==> config.mk <==
export PLATFORM = sky130hd
export DESIGN_NAME = radix2_divider_core
export DESIGN_NICKNAME = d
export VERILOG_FILES = /design/src/rtl/radix2_divider_core_pkg.sv /design/src/rtl/radix2_divider_core_divider_step.sv /design/src/rtl/radix2_divider_core.sv
export SDC_FILE = /design/constraint.sdc
export NUM_CORES = 1
export LEC_CHECK = 0
export CORE_UTILIZATION = 55
export CTS_BUF_LIST = sky130_fd_sc_hd__clkbuf_8 sky130_fd_sc_hd__clkbuf_16
export CTS_CLUSTER_DIAMETER = 150
export DETAILED_ROUTE_END_ITERATION = 10
export PLACE_DENSITY_LB_ADDON = 0.1
export SYNTH_ARGS = -nofsm -noshare
export SYNTH_HDL_FRONTEND = slang
export SYNTH_HIERARCHICAL = 1
export SYNTH_SLANG_ARGS = --single-unit
==> constraint.sdc <==
create_clock -name clk -period 7.08 [get_ports clk]
set_input_delay 0.708 -clock clk [delete_from_list [all_inputs] [get_ports clk]]
set_output_delay 0.708 -clock clk [all_outputs]
set_load 0.01 [all_outputs]
==> src/rtl/radix2_divider_core_pkg.sv <==
// Shared types for the radix-2 restoring divider: operation codes, data width and FSM states.
package radix2_divider_core_pkg;

  localparam int DATA_WIDTH = 32;

  typedef logic [1:0] div_code_path_t;
  localparam div_code_path_t DIV_CODE_DIV  = 2'd0;
  localparam div_code_path_t DIV_CODE_DIVU = 2'd1;
  localparam div_code_path_t DIV_CODE_REM  = 2'd2;
  localparam div_code_path_t DIV_CODE_REMU = 2'd3;

  typedef enum logic [1:0] {
    DIV_IDLE,
    DIV_BUSY,
    DIV_FIXUP,
    DIV_DONE
  } div_state_t;

  function automatic logic div_code_is_signed(input div_code_path_t code);
    return (code == DIV_CODE_DIV) || (code == DIV_CODE_REM);
  endfunction

  function automatic logic div_code_is_rem(input div_code_path_t code);
    return code[1];
  endfunction

endpackage

==> src/rtl/radix2_divider_core_divider_step.sv <==
// Combinational UNROLL-bit restoring divide step on unsigned magnitudes, MSB first.
module radix2_divider_core_divider_step
  import radix2_divider_core_pkg::*;
#(
  parameter int BIT_WIDTH = DATA_WIDTH,
  parameter int UNROLL    = 1
) (
  input  logic [BIT_WIDTH-1:0] rem_in,
  input  logic [BIT_WIDTH-1:0] quo_in,
  input  logic [BIT_WIDTH-1:0] divisor,
  output logic [BIT_WIDTH-1:0] rem_out,
  output logic [BIT_WIDTH-1:0] quo_out
);

  logic [BIT_WIDTH-1:0] rem_v;
  logic [BIT_WIDTH-1:0] quo_v;
  logic [BIT_WIDTH:0]   trial;
  logic [BIT_WIDTH:0]   diff;

  // The quotient register starts out holding the dividend; its MSB feeds the remainder
  // while the new quotient bit enters at the LSB. diff's top bit is the borrow.
  always_comb begin
    rem_v = rem_in;
    quo_v = quo_in;
    trial = '0;
    diff  = '0;
    for (int i = 0; i < UNROLL; i++) begin
      trial = {rem_v, quo_v[BIT_WIDTH-1]};
      diff  = trial - {1'b0, divisor};
      quo_v = {quo_v[BIT_WIDTH-2:0], ~diff[BIT_WIDTH]};
      rem_v = diff[BIT_WIDTH] ? trial[BIT_WIDTH-1:0] : diff[BIT_WIDTH-1:0];
    end
    rem_out = rem_v;
    quo_out = quo_v;
  end

endmodule

==> src/rtl/radix2_divider_core.sv <==
// Iterative restoring DIV/DIVU/REM/REMU core, UNROLL quotient bits per cycle.
// Optional RSD_DIV_FAST_SPECIAL_EN: divide-by-zero and signed overflow skip the iterations.
module radix2_divider_core
  import radix2_divider_core_pkg::*;
#(
  parameter int BIT_WIDTH = DATA_WIDTH,
  parameter int UNROLL    = 1
) (
  input  logic                 clk,
  input  logic                 rst,
  input  logic                 req,
  input  logic [BIT_WIDTH-1:0] fuOpA_In,
  input  logic [BIT_WIDTH-1:0] fuOpB_In,
  input  div_code_path_t       divCode,
  output logic                 finished,
  output logic [BIT_WIDTH-1:0] dataOut
);

  localparam int ITER  = BIT_WIDTH / UNROLL;
  localparam int CNT_W = (ITER > 1) ? $clog2(ITER) : 1;
  localparam logic [CNT_W-1:0]     CNT_LAST = CNT_W'(ITER - 1);
  localparam logic [BIT_WIDTH-1:0] MIN_VAL  = {1'b1, {(BIT_WIDTH-1){1'b0}}};

  function automatic logic [BIT_WIDTH-1:0] apply_sign(input logic [BIT_WIDTH-1:0] mag,
                                                       input logic neg);
    return neg ? (~mag + 1'b1) : mag;
  endfunction

  div_state_t           state_q, state_d;
  logic [CNT_W-1:0]     cnt_q, cnt_d;
  logic                 finished_q, finished_d;
  logic [BIT_WIDTH-1:0] data_out_q, data_out_d;
  logic [BIT_WIDTH-1:0] rem_q, rem_d;
  logic [BIT_WIDTH-1:0] quo_q, quo_d;
  logic [BIT_WIDTH-1:0] divisor_q, divisor_d;
  div_code_path_t       code_q, code_d;
  logic                 negq_q, negq_d;
  logic                 negr_q, negr_d;
  logic                 div0_q, div0_d;
  logic                 ovf_q, ovf_d;

  logic                        signed_op;
  logic                        sign_a, sign_b;
  logic signed [BIT_WIDTH-1:0] op_a_s, op_b_s;
  logic [BIT_WIDTH-1:0]        step_rem, step_quo;
  logic [BIT_WIDTH-1:0]        q_fix, r_fix;

  radix2_divider_core_divider_step #(
    .BIT_WIDTH(BIT_WIDTH),
    .UNROLL   (UNROLL)
  ) u_divider_step (
    .rem_in (rem_q),
    .quo_in (quo_q),
    .divisor(divisor_q),
    .rem_out(step_rem),
    .quo_out(step_quo)
  );

  assign op_a_s = fuOpA_In;
  assign op_b_s = fuOpB_In;

  always_comb begin
    signed_op  = div_code_is_signed(divCode);
    sign_a     = signed_op & op_a_s[BIT_WIDTH-1];
    sign_b     = signed_op & op_b_s[BIT_WIDTH-1];
    // |MIN| stays correct as an unsigned value, so no guard bit is needed.
    q_fix      = div0_q ? '1 : (ovf_q ? MIN_VAL : apply_sign(quo_q, negq_q));
    r_fix      = ovf_q ? '0 : apply_sign(rem_q, negr_q);

    state_d    = state_q;
    cnt_d      = cnt_q;
    finished_d = finished_q;
    data_out_d = data_out_q;
    rem_d      = rem_q;
    quo_d      = quo_q;
    divisor_d  = divisor_q;
    code_d     = code_q;
    negq_d     = negq_q;
    negr_d     = negr_q;
    div0_d     = div0_q;
    ovf_d      = ovf_q;

    case (state_q)
      DIV_IDLE, DIV_DONE: begin
        if (req) begin
          quo_d      = sign_a ? BIT_WIDTH'(-op_a_s) : fuOpA_In;
          divisor_d  = sign_b ? BIT_WIDTH'(-op_b_s) : fuOpB_In;
          rem_d      = '0;
          negq_d     = sign_a ^ sign_b;
          negr_d     = sign_a;
          code_d     = divCode;
          div0_d     = (fuOpB_In == '0);
          ovf_d      = signed_op && (fuOpA_In == MIN_VAL) && (fuOpB_In == '1);
          cnt_d      = CNT_LAST;
          finished_d = 1'b0;
          state_d    = DIV_BUSY;
        end
      end
      DIV_BUSY: begin
`ifdef RSD_DIV_FAST_SPECIAL_EN
        // quo_q still holds |A| here, which is the divide-by-zero remainder magnitude.
        if (div0_q || ovf_q) begin
          rem_d   = div0_q ? quo_q : '0;
          quo_d   = div0_q ? '1 : MIN_VAL;
          cnt_d   = '0;
          state_d = DIV_FIXUP;
        end else begin
`else
        begin
`endif
          rem_d = step_rem;
          quo_d = step_quo;
          cnt_d = (cnt_q == '0) ? '0 : cnt_q - 1'b1;
          if (cnt_q == '0) begin
            state_d = DIV_FIXUP;
          end
        end
      end
      DIV_FIXUP: begin
        data_out_d = div_code_is_rem(code_q) ? r_fix : q_fix;
        finished_d = 1'b1;
        state_d    = DIV_DONE;
      end
      default: begin
        state_d = DIV_IDLE;
      end
    endcase
  end

  always_ff @(posedge clk) begin
    if (rst) begin
      state_q    <= DIV_IDLE;
      cnt_q      <= '0;
      finished_q <= 1'b0;
      data_out_q <= '0;
    end else begin
      state_q    <= state_d;
      cnt_q      <= cnt_d;
      finished_q <= finished_d;
      data_out_q <= data_out_d;
    end
  end

  always_ff @(posedge clk) begin
    rem_q     <= rem_d;
    quo_q     <= quo_d;
    divisor_q <= divisor_d;
    code_q    <= code_d;
    negq_q    <= negq_d;
    negr_q    <= negr_d;
    div0_q    <= div0_d;
    ovf_q     <= ovf_d;
  end

  assign finished = finished_q;
  assign dataOut  = data_out_q;

endmodule

# [Word level (Yosys, flattened, before mapping)]
# Cells that the tools add are included.
[totals] ff_bits=142 latch_bits=0 mem_bits_rw=0 romBits=0 inputBits=69 out_inout_bits=33 wordCells=67 n_memories=0
[op_classes] add_sub_neg=6 n_mul=0 n_div=0 order_cmp=0 eq_ne=8 n_shift=0 mux=21 bitwise=6 reduce_logical=14
[op_table] cell="$mux W32" n=11
[op_table] cell="$pmux W32 S2" n=2
[op_table] cell="$add A32 B1 Y32 const B" n=2
[op_table] cell="$eq A32 B32 Y1 const B" n=2
[op_table] cell="$neg A32 Y32" n=2
[op_table] cell="$not A32 Y32" n=2
[op_table] cell="$sub A33 B32 Y33" n=1
[op_table] cell="$logic_not A32 Y1" n=1
[op_table] cell="$mux W5" n=2
[op_table] cell="$pmux W5 S2" n=1
[op_table] cell="$reduce_and A2 Y1" n=4
[op_table] cell="$eq A2 B2 Y1 const B" n=3
[op_table] cell="$pmux W2 S3" n=1
[op_table] cell="$logic_not A5 Y1" n=1
[op_table] cell="$sub A5 B1 Y5 const B" n=1
[op_table] cell="$logic_not A2 Y1" n=2
[op_table] cell="$mux W2" n=2
[op_table] cell="$ne A2 B2 Y1 const B" n=2
[op_table] cell="$reduce_bool A2 Y1" n=2
[op_table] cell="$and A1 B1 Y1" n=2
[op_table] cell="$eq A2 B1 Y1 const B" n=1
[op_table] cell="$logic_and A1 B1 Y1" n=2
[op_table] cell="$pmux W1 S2" n=1
[op_table] cell="$reduce_or A2 Y1" n=1
[op_table] cell="4 further kinds" n=4

# [Logic depth before layout (Yosys ltp)]
# Gate-level depths: netlist (run 1).
[logic_depth] ltp_word=6 mapped_depth=16 ltp_nobuf=14

# [Modules after synthesis]
# The synthesis (run 1) kept the hierarchy.
[by_module_without_submodules] mod="radix2_divider_core" n_inst=1 cells_each=843 area_each_um2=8174.1 seq_area_each_um2=3833.7
[by_module_without_submodules] mod="radix2_divider_core_divider_step" n_inst=1 cells_each=336 area_each_um2=2591.2 seq_area_each_um2=0.0

# [Worst setup path after synthesis (run 1)]
# OpenSTA, ideal clock, no wires.
[synth_timing] kind="flip-flop to flip-flop" start="register quo_q[31]" end="register rem_q[10], data pin" setup_time_ps=255 arrival_time_ps=3271 t_required_ps=6825 setup_slack_ps=3554 stages_incl_launch_ff=17 path_buffers=2 period_less_slack_ps=3526 cell_sequence="edfxtp_1 > inv_1 > ha_1 > fa_1 > and2b_1 > o2111ai_2 > a21oi_2 > o2111ai_1 > a211oi_2 > nor2_4 > mux2i_4 > and2_4 > buf_12 > inv_8 > buf_12 > mux2_4 > and2_1"
[synth_via] elab_chain_cells=3
[synth_rtl] item="start, declared" line="radix2_divider_core.sv:34" source="logic [BIT_WIDTH-1:0] quo_q, quo_d;"
[synth_rtl] item="start signal, assigned" line="radix2_divider_core.sv:146" source="quo_q <= quo_d;"
[synth_rtl] item="$sub A33 B32 Y33" line="radix2_divider_core_divider_step.sv:29" source="diff = trial - {1'b0, divisor};"
[synth_rtl] item="$mux W32" line="radix2_divider_core_divider_step.sv:31" source="rem_v = diff[BIT_WIDTH] ? trial[BIT_WIDTH-1:0] : diff[BIT_WIDTH-1:0];"
[synth_rtl] item="via step_rem[10]" line="radix2_divider_core.sv:45" source="logic [BIT_WIDTH-1:0] step_rem, step_quo;"
[synth_rtl] item="$pmux W32 S2" line="radix2_divider_core.sv:83" source="case (state_q)"
[synth_rtl] item="end signal, assigned" line="radix2_divider_core.sv:145" source="rem_q <= rem_d;"
[synth_rtl] item="end, declared" line="radix2_divider_core.sv:33" source="logic [BIT_WIDTH-1:0] rem_q, rem_d;"
# The timed path passes the listed nets, and every way through them passes these cells.
# A chain may end at the register's enable or synchronous reset.

# [Final worst setup path (run 1)]
[layout_timing] start="register quo_q[31]" end="register rem_q[18], data pin"
# The elaborated chain is that of the path after synthesis.

==> results of run 1 <==
[power by group]
part / switching [mW] / total (mW) / leakage [nW] / internal (mW)
Sequential: 0.470 / 1.85 / 1.31 / 1.38
Clock: 0.397 / 0.865 / 0.286 / 0.468
Combinational: 1.85 / 3.44 / 2.89 / 1.59
Total: 2.72 / 6.16 / 4.49 / 3.44
[layout make-up]
class,count,area [um2],share of cell area [%]
Clock buffer,17,425,3.48
Clock inverter,15,153,1.25
Inverter,56,218,1.78
Multi-Input combinational cell,901,6200,50.7
Sequential cell,141,3830,31.4
Tap cell,260,325,2.66
Timing Repair Buffer,108,1060,8.71
[final timing paths]
check / from / to / slack, ns / cells after the start
worst max-delay path: quo_q[31] / rem_q[18] / 3.12 / 14
worst min-delay path: dataOut[9] / dataOut[9] / 0.47 / 2
worst max register to register: quo_q[31] / rem_q[18] / 3.12 / 14
worst min register to register: dataOut[9] / dataOut[9] / 0.47 / 2
[logic make-up (layout without fill, tap and decap cells)]
kind of cell             count (synthesis)  in the layout
buffers and inverters                  137            196
AO/OA/AOI/OAI                          296            296
XOR/XNOR                               144            144
multiplexers                            32             32
flip-flops                             141            141
adder cells (fa/ha/maj)                 42             42
AND/OR/NAND/NOR                        387            387
[metal layers]
| layer | global-route usage [%] | routed length [um] | vias up |
|---|---|---|---|
| li1 | - | - | 4400 |
| met1 | 41.5 | 13200 | 4275 |
| met2 | 41.6 | 12000 | 320 |
| met3 | 3.81 | 1780 | 38 |
| met4 | 10.8 | 711 | 0 |
| met5 | 0 | 0 | - |
[per-stage QoR]
step	hold slack, ns	utilization [%]	setup slack [ns]
global route	0.501	64.4	2.96
global placement	0.460	61.4	3.32
CTS	0.477	64.4	3.21
floorplan	0.463	-	3.55
finish	0.473	64.4	3.12
detailed placement	0.465	61.4	3.22
[worst min-delay path, stage by stage, from the launching register on]
cell	delay, ns
dfxtp_1	0.31
nand2b_1	0.06
a21oi_1	0.05
[sequential cells by signal, indices dropped and copies added (netlist names), 2 cells and up]
register,cells
cnt_q,5
dataOut,32
divisor_q,32
quo_q,32
rem_q,32
state_q,2
[synth_stat cells, types with 17 or more instances]
cell	count
edfxtp_1	101
xnor2_1	88
nor2_1	87
o21ai_0	84
nand2_1	82
a21oi_1	59
xor2_1	56
inv_1	54
ha_1	41
dfxtp_1	40
nor3_1	38
clkbuf_1	37
buf_4	35
and2_1	33
nand3_1	31
o31ai_1	24
o41ai_1	24
mux2_4	20
nor4_1	19
a21o_1	17
==> out/results.txt, run 1 <==
Status -> finished clean
CTS Root Cell -> clkbuf_16
Core area -> 19000 um2
Worst path buffer plus inverter count -> 2
Simple logic cell fraction of the synthesized area -> 18.4%
Adder-cell area share of the yosys netlist -> 4.95%
H-tree levels -> 4
Post-Route WL -> 27600 um
Post-synth net total -> 1290
Synth-to-Final Area Change -> 13.5%
Crit Path Max Fanout -> 24
Lkg Pwr -> 4.49 nW
Worst-path clk slew -> 0.07 ns
Slowest cell delay on critical path -> 0.40 ns
Final Hold Viols -> 0
Max clock buf depth -> 2
Rows -> 50
Die Footprint -> 20100 um2
Largest net degree at the start of global routing -> 91
I/O pin cnt -> 102
Top flip-flop cell by instance count after synthesis -> edfxtp_1
Worst Clk Skew -> 0.0111 ns
Fin. max-slew vios -> 0
Cells after Synth -> 1179
Worst setup EP type -> flip-flop
Sequence of cells on the critical path -> inv_1 -> ha_1 -> fa_1 -> and2b_1 -> o2111ai_2 -> a21oi_2 -> o2111ai_1 -> a211oi_2 -> nor2_4 -> mux2i_4 -> and2_4 -> inv_8 -> mux2_4 -> and2_1
Seq/Total Area, Yosys -> 35.6%
Max_cap viols -> 0
RD Place Congestion -> 0.977
Cell Area, Placed -> 11600 um2
Async set-reset flop share out of synthesis -> 0%
# diodes -> 0
Mapped Area -> 10800 um2
Worst path arrival time -> 4.14 ns
Fmax -> 253 MHz
Largest family of logic cells by synthesized area -> simple AND/OR/NAND/NOR gates
Layout cell share with drive strength beyond 1 -> 7.92%
Number of buffers created by CTS -> 17
Total number of vias -> 9033
Post-CTS setup buffer count -> 0
Power per cell area -> 504 nW/um2
Vias in the first global route -> 8107
Avg Inst Size Synth -> 9.13 um2
Hpwl dp -> 20900 um
Unrepaired setup endpoints after global routing -> false
Drt pass-1 iters -> 5
Slew at the pin closest to its max-slew limit -> 1.18 ns
Tightest Hold Check Type -> flip-flop to flip-flop
Mux share of post-synthesis cell area -> 4.10%
Filler Cell Count -> 1682
Setup-failing EPs final -> 0
Die width -> 142 um
Xor/xnor share of the synthesized area -> 11.7%
Total power -> 6.16 mW
Non-Filler Instances -> 1498
Layout Nets -> 1336
Top post-synthesis cells by area -> edfxtp_1 28%, dfxtp_1 7.4%, xnor2_1 7.2%, ha_1 4.8%, xor2_1 4.6%
Crit Path Class -> flip-flop to flip-flop
CTS tree -> built
Placed insts -> 1466
Hold buffer count at CTS -> 0
Period Utilization, post-route -> 55.9%
Min Tclk post-route -> 3.96 ns
Clock latency on the worst-skew pair -> 0.43 ns
Final Cell Area -> 12200 um2
Port bufs -> 101
GRT overflow -> 0
Initial antenna violation count -> 0
Most frequent cells in the layout -> 101 x edfxtp_1, 101 x clkdlybuf4s50_1, 88 x xnor2_1
Initial Util -> 56.8%
Startpoint Class -> flip-flop
Tot GR Track Use -> 28.1%
Sink Count -> 141
Synth Area in Compound Gates -> 18.3%
First-pass GRT wire length -> 43600 um
Slowest CP cell -> fa_1
Synth top area share -> 28.2%
#FFs+latches synth -> 141
Area leader, netlist -> edfxtp_1
1st-iter DRT viols -> 774
Slew headroom -> 20.7%
DRC Markers -> 0
Via/cell ratio -> 6.03
Req. time, crit path -> 7.26 ns
DR WL/cell -> 18.4 um
Cell variety after synth -> 81
Max IR drop VDD -> 0.303 mV
Yosys warning total -> 6
Setup_tns -> 0 ns
Largest delay share family, worst path -> compound AO/OA/AOI/OAI gates
EDFF count, synth -> 101
Post-route ant nets -> 0
Post-cts gate resize count -> 0
Die Height -> 142 um
Note: power is estimated with default switching activity, not from simulation.
==> run 2, diff against run 1 <==
--- a/config.mk
+++ b/config.mk
@@ -5,7 +5,7 @@
 export SDC_FILE = /design/constraint.sdc
 export NUM_CORES = 1
 export LEC_CHECK = 0
-export CORE_UTILIZATION = 55
+export CORE_UTILIZATION = 53
 export CTS_BUF_LIST = sky130_fd_sc_hd__clkbuf_8 sky130_fd_sc_hd__clkbuf_16
 export CTS_CLUSTER_DIAMETER = 150
 export DETAILED_ROUTE_END_ITERATION = 10
==> constraint.sdc (replaced) <==
create_clock -name clk -period 3.45 [get_ports clk]
set_input_delay 0.345 -clock clk [delete_from_list [all_inputs] [get_ports clk]]
set_output_delay 0.345 -clock clk [all_outputs]
set_load 0.01 [all_outputs]
==> out/results.txt, run 2 (synthesized netlist as in run 1, its figures left out) <==
Status -> finished with violations
Failing checks -> setup timing
FF-to-FF Start -> quo_q[31]
I/O pin cnt -> 102
Total number of vias -> 9270
Rows -> 51
RD Place Congestion -> 0.929
Post-Route WL -> 28700 um
Sink Count -> 141
Die width -> 145 um
Total power -> 13.3 mW
Filler Cell Count -> 1706
Req. time, crit path -> 3.64 ns
Worst-path clk slew -> 0.07 ns
Tot GR Track Use -> 28.2%
Hpwl dp -> 21600 um
Fin. max-slew vios -> 0
Worst setup margin -> -0.0151 ns
Final Cell Area -> 12600 um2
Max IR drop VDD -> 0.608 mV
CTS tree -> built
Port bufs -> 101
Worst Clk Skew -> 0.00640 ns
DRC Markers -> 0
Die Footprint -> 20900 um2
HP Start -> divCode[1]
Vias in the first global route -> 8418
Critical Path Start -> quo_q[31]
Unrepaired setup endpoints after global routing -> true
Startpoint Class -> flip-flop
Largest net degree at the start of global routing -> 91
Max_cap viols -> 0
Layout Nets -> 1387
Initial antenna violation count -> 0
Max clock buf depth -> 2
Clock latency on the worst-skew pair -> 0.43 ns
# diodes -> 0
Min Tclk post-route -> 3.47 ns
WHS Path Cells -> 1
Power per cell area -> 1050 nW/um2
Layout cell share with drive strength beyond 1 -> 11.9%
H-tree levels -> 4
Post-place setup slack -> 0.0140 ns
Initial Util -> 54.6%
Tightest Hold Check Type -> input pin to flip-flop
CTS Root Cell -> clkbuf_16
Final Hold Viols -> 0
Via/cell ratio -> 5.97
Most frequent cells in the layout -> 101 x edfxtp_1, 101 x clkdlybuf4s50_1, 88 x xnor2_1
Crit Path Max Fanout -> 12
Slew headroom -> 34.4%
Setup-failing EPs final -> 11
Worst path arrival time -> 3.66 ns
Core area -> 19700 um2
Drt pass-1 iters -> 6
Number of buffers created by CTS -> 17
GRT overflow -> 0
Slew at the pin closest to its max-slew limit -> 0.980 ns
DR WL/cell -> 18.5 um
First-pass GRT wire length -> 44800 um
R2r endpoint -> rem_q[9]
Period Utilization, post-route -> 100%
Die Height -> 145 um
R2R Setup Slk -> -0.02 ns
Reg2Reg Depth -> 14
Worst setup EP type -> flip-flop
Post-route ant nets -> 0
Cell Area, Placed -> 12000 um2
Hold endpoint -> code_q[1]
Final Util -> 64.0%
Synth-to-Final Area Change -> 17.2%
Fmax -> 289 MHz
1st-iter DRT viols -> 849
Lkg Pwr -> 4.74 nW
Crit Path Class -> flip-flop to flip-flop
-- run 2: worst max-delay path, stage by stage, from the launching register on --
cell	delay, ns
edfxtp_1	0.34
inv_1	0.05
ha_2	0.20
fa_2	0.35
and2b_1	0.23
o2111ai_2	0.14
a21oi_2	0.25
o2111ai_2	0.18
a211oi_2	0.33
nor2_4	0.08
mux2i_4	0.19
and2_4	0.24
inv_8	0.15
mux2_4	0.30
and2_1	0.15
-- run 2: through the flow --
stage | hold WS [ns] | cells | setup TNS, ns
final | 0.466 | 1554 | -0.124
after global routing | 0.476 | 1554 | -1.94
after CTS | 0.456 | 1549 | 0
after detailed placement | 0.466 | 1517 | 0
after global placement | 0.457 | 1517 | 0
after floorplan | 0.444 | 1179 | 0
-- run 2: worst max-delay path by stage --
stage / endpoint / slack [ns]
6_report: rem_q[9] / -0.02
5_1_grt: rem_q[30] / -0.09
4_1_cts: rem_q[3] / 0.007
3_5_place_dp: rem_q[4] / 0.01
3_3_place_gp: rem_q[3] / 0.02
2_1_floorplan: rem_q[10] / 0.01
-- run 2: repair_timing --
item                       CTS  global route
hold buffers                 0             0
cloned                       0             2
setup buffers                0             3
pin swaps                    0             4
setup endpoints to repair    4            23
resized for setup            1             7
-- run 2: final cells by class --
cell class	instances	area [um2]	area share, %
Sequential cell	141	3830	30.4
Clock inverter	15	126	1.00
Timing Repair inverter	2	22.5	0.178
Inverter	56	223	1.76
Clock buffer	17	425	3.37
Tap cell	265	332	2.63
Multi-Input combinational cell	901	6220	49.3
Timing Repair Buffer	157	1430	11.3
-- run 2: power breakdown --
group / switching (mW) / internal [mW] / total (mW)
sequential: 0.801 / 2.83 / 3.63
combinational: 4.25 / 3.67 / 7.92
clock: 0.815 / 0.945 / 1.76
-- run 2: routing by layer --
| layer | track usage (%) | vias to the layer above | share of wire [%] |
|---|---|---|---|
| met5 | 0 | - | 0 |
| met4 | 9.25 | 0 | 2.1 |
| met3 | 4.44 | 43 | 5.4 |
| met2 | 43.1 | 308 | 45 |
| met1 | 40.4 | 4420 | 48 |
| li1 | - | 4499 | - |
==> run 3, diff against run 2 <==
--- a/config.mk
+++ b/config.mk
@@ -5,7 +5,8 @@
 export SDC_FILE = /design/constraint.sdc
 export NUM_CORES = 1
 export LEC_CHECK = 0
-export CORE_UTILIZATION = 53
+export CORE_MARGIN = 10
+export CORE_UTILIZATION = 55
 export CTS_BUF_LIST = sky130_fd_sc_hd__clkbuf_8 sky130_fd_sc_hd__clkbuf_16
 export CTS_CLUSTER_DIAMETER = 150
 export DETAILED_ROUTE_END_ITERATION = 10
==> constraint.sdc (replaced) <==
create_clock -name clk -period 4.5 [get_ports clk]
set_input_delay 0.45 -clock clk [delete_from_list [all_inputs] [get_ports clk]]
set_output_delay 0.45 -clock clk [all_outputs]
set_load 0.01 [all_outputs]
==> out/results.txt, run 3 (synthesized netlist as in run 1, its figures left out) <==
Worst path arrival time -> 4.08 ns
Rows -> 51
1st-iter DRT viols -> 742
Worst path buffer plus inverter count -> 2
Die width -> 160 um
DR WL/cell -> 19.2 um
CP Depth -> 14
Slew at the pin closest to its max-slew limit -> 1.22 ns
CTS Root Cell -> clkbuf_16
Setup-failing EPs final -> 0
H-tree levels -> 4
CTS tree -> built
Unrepaired setup endpoints after global routing -> false
Via/cell ratio -> 6.08
Worst setup path endpoint -> rem_q[17]
Tot GR Track Use -> 21.8%
Sequence of cells on the critical path -> inv_1 -> ha_1 -> fa_1 -> and2b_1 -> o2111ai_2 -> a21oi_2 -> o2111ai_1 -> a211oi_2 -> nor2_4 -> mux2i_4 -> and2_4 -> inv_8 -> mux2_4 -> and2_1
Hpwl dp -> 21800 um
Status -> finished clean
Startpoint Class -> flip-flop
Final Hold Viols -> 0
First-pass GRT wire length -> 45600 um
Max clock buf depth -> 2
R2r endpoint -> rem_q[17]
Crit Path Max Fanout -> 24
Period Utilization, post-route -> 87.0%
Setup_tns -> 0 ns
Clock network power share -> 15.2%
Switching share of power -> 43.2%
Pint -> 5.59 mW
Initial Util -> 55.7%
Lkg Pwr -> 4.53 nW
FF-to-FF Start -> quo_q[31]
Post-Route WL -> 28900 um
Largest delay share family, worst path -> compound AO/OA/AOI/OAI gates
Hold buffer count at CTS -> 0
Min Tclk post-route -> 3.91 ns
Largest net degree at the start of global routing -> 91
GRT overflow -> 0
Post-route ant nets -> 0
Sink Count -> 141
# diodes -> 0
Layout Nets -> 1339
Core area -> 19300 um2
Slew headroom -> 18.5%
Tightest Hold Check Type -> flip-flop to flip-flop
Number of buffers created by CTS -> 17
Die Height -> 160 um
Final Util -> 63.6%
Fmax -> 255 MHz
Post-cts gate resize count -> 0
Fin. max-slew vios -> 0
Vias in the first global route -> 8463
Port bufs -> 101
Comb pwr share -> 55.3%
Total power -> 9.84 mW
Max_cap viols -> 0
Max IR drop VDD -> 0.323 mV
Slowest CP cell -> fa_1
Layout cell share with drive strength beyond 1 -> 8.14%
I/O pin cnt -> 102
Worst Clk Skew -> 0.0103 ns
Post-CTS setup buffer count -> 0
Clock latency on the worst-skew pair -> 0.42 ns
R2R Setup Slk -> 0.59 ns
Worst setup EP type -> flip-flop
RD Place Congestion -> 0.915
Flop pwr share -> 29.5%
Reg2Reg Depth -> 14
Synth-to-Final Area Change -> 14.3%
Initial antenna violation count -> 0
Critical Path Start -> quo_q[31]
Power per cell area -> 800 nW/um2
Req. time, crit path -> 4.67 ns
DRC Markers -> 0
Crit Path Class -> flip-flop to flip-flop
Slowest cell delay on critical path -> 0.40 ns
Die Footprint -> 25600 um2
Most frequent cells in the layout -> 101 x edfxtp_1, 101 x clkdlybuf4s50_1, 88 x xnor2_1
Total number of vias -> 9159
Drt pass-1 iters -> 5
Worst-path clk slew -> 0.06 ns
NetSw -> 4.25 mW
## run 3: cell types whose count changed in the layout (fill, tap and decap cells not counted), sizes merged
cell	delta
buf	-46
bufinv	+1
clkbuf	+4
clkinv	+1
clkinvlp	-1
inv	-7
## run 3: worst min-delay path by stage
stage	from	end	slack [ns]	depth (start not counted)
floorplan	cnt_q[4]	cnt_q[4]	0.46	2
global placement	finished	finished	0.46	2
detailed placement	dataOut[9]	dataOut[9]	0.47	2
CTS	dataOut[9]	dataOut[9]	0.48	2
global route	dataOut[9]	dataOut[9]	0.50	2
finish	dataOut[9]	dataOut[9]	0.47	2
## run 3: final cells by class
type,count,area (um2)
multi-input combinational,901,6200
timing repair buffer,111,1090
fill,1679,7030
tap,265,332
clock buffer,21,526
sequential,141,3830
clock inverter,11,111
inverter,56,218
## run 3: worst register-to-register path: cells and delay by family (launching register included)
family          cells  cell delay, ns
compound gates      4            0.95
simple gates        4            0.83
mux                 2            0.69
fa+ha+maj           2            0.63
flops               1            0.38
buf+inv             2            0.19
## run 3: stage by stage
stage | cells | hold WS [ns] | worst slack, ns | instance area [um2]
floorplan | 1179 | 0.463 | 0.974 | 10800
global placement | 1474 | 0.459 | 0.720 | 11700
detailed placement | 1474 | 0.466 | 0.648 | 11700
CTS | 1506 | 0.476 | 0.623 | 12300
global route | 1506 | 0.498 | 0.419 | 12300
finish | 1506 | 0.470 | 0.585 | 12300
## run 3: metal layers
layer  track usage (%)  wire length (um)  vias to the layer above
met5                 0                 0                        -
met3              3.88              1800                       33
met4              6.26               513                        0
met2              34.1             13000                      306
met1              30.4             13500                     4411
li1                  -                 -                     4409
## run 3: power groups by stage
stage	sequential, mW	combinational [mW]	clock (mW)
floorplan	2.67	4.47	0
global route	2.97	5.96	1.56
detailed placement	2.90	5.35	0
finish	2.90	5.45	1.50
CTS	2.88	5.40	1.51
global placement	2.88	5.28	0
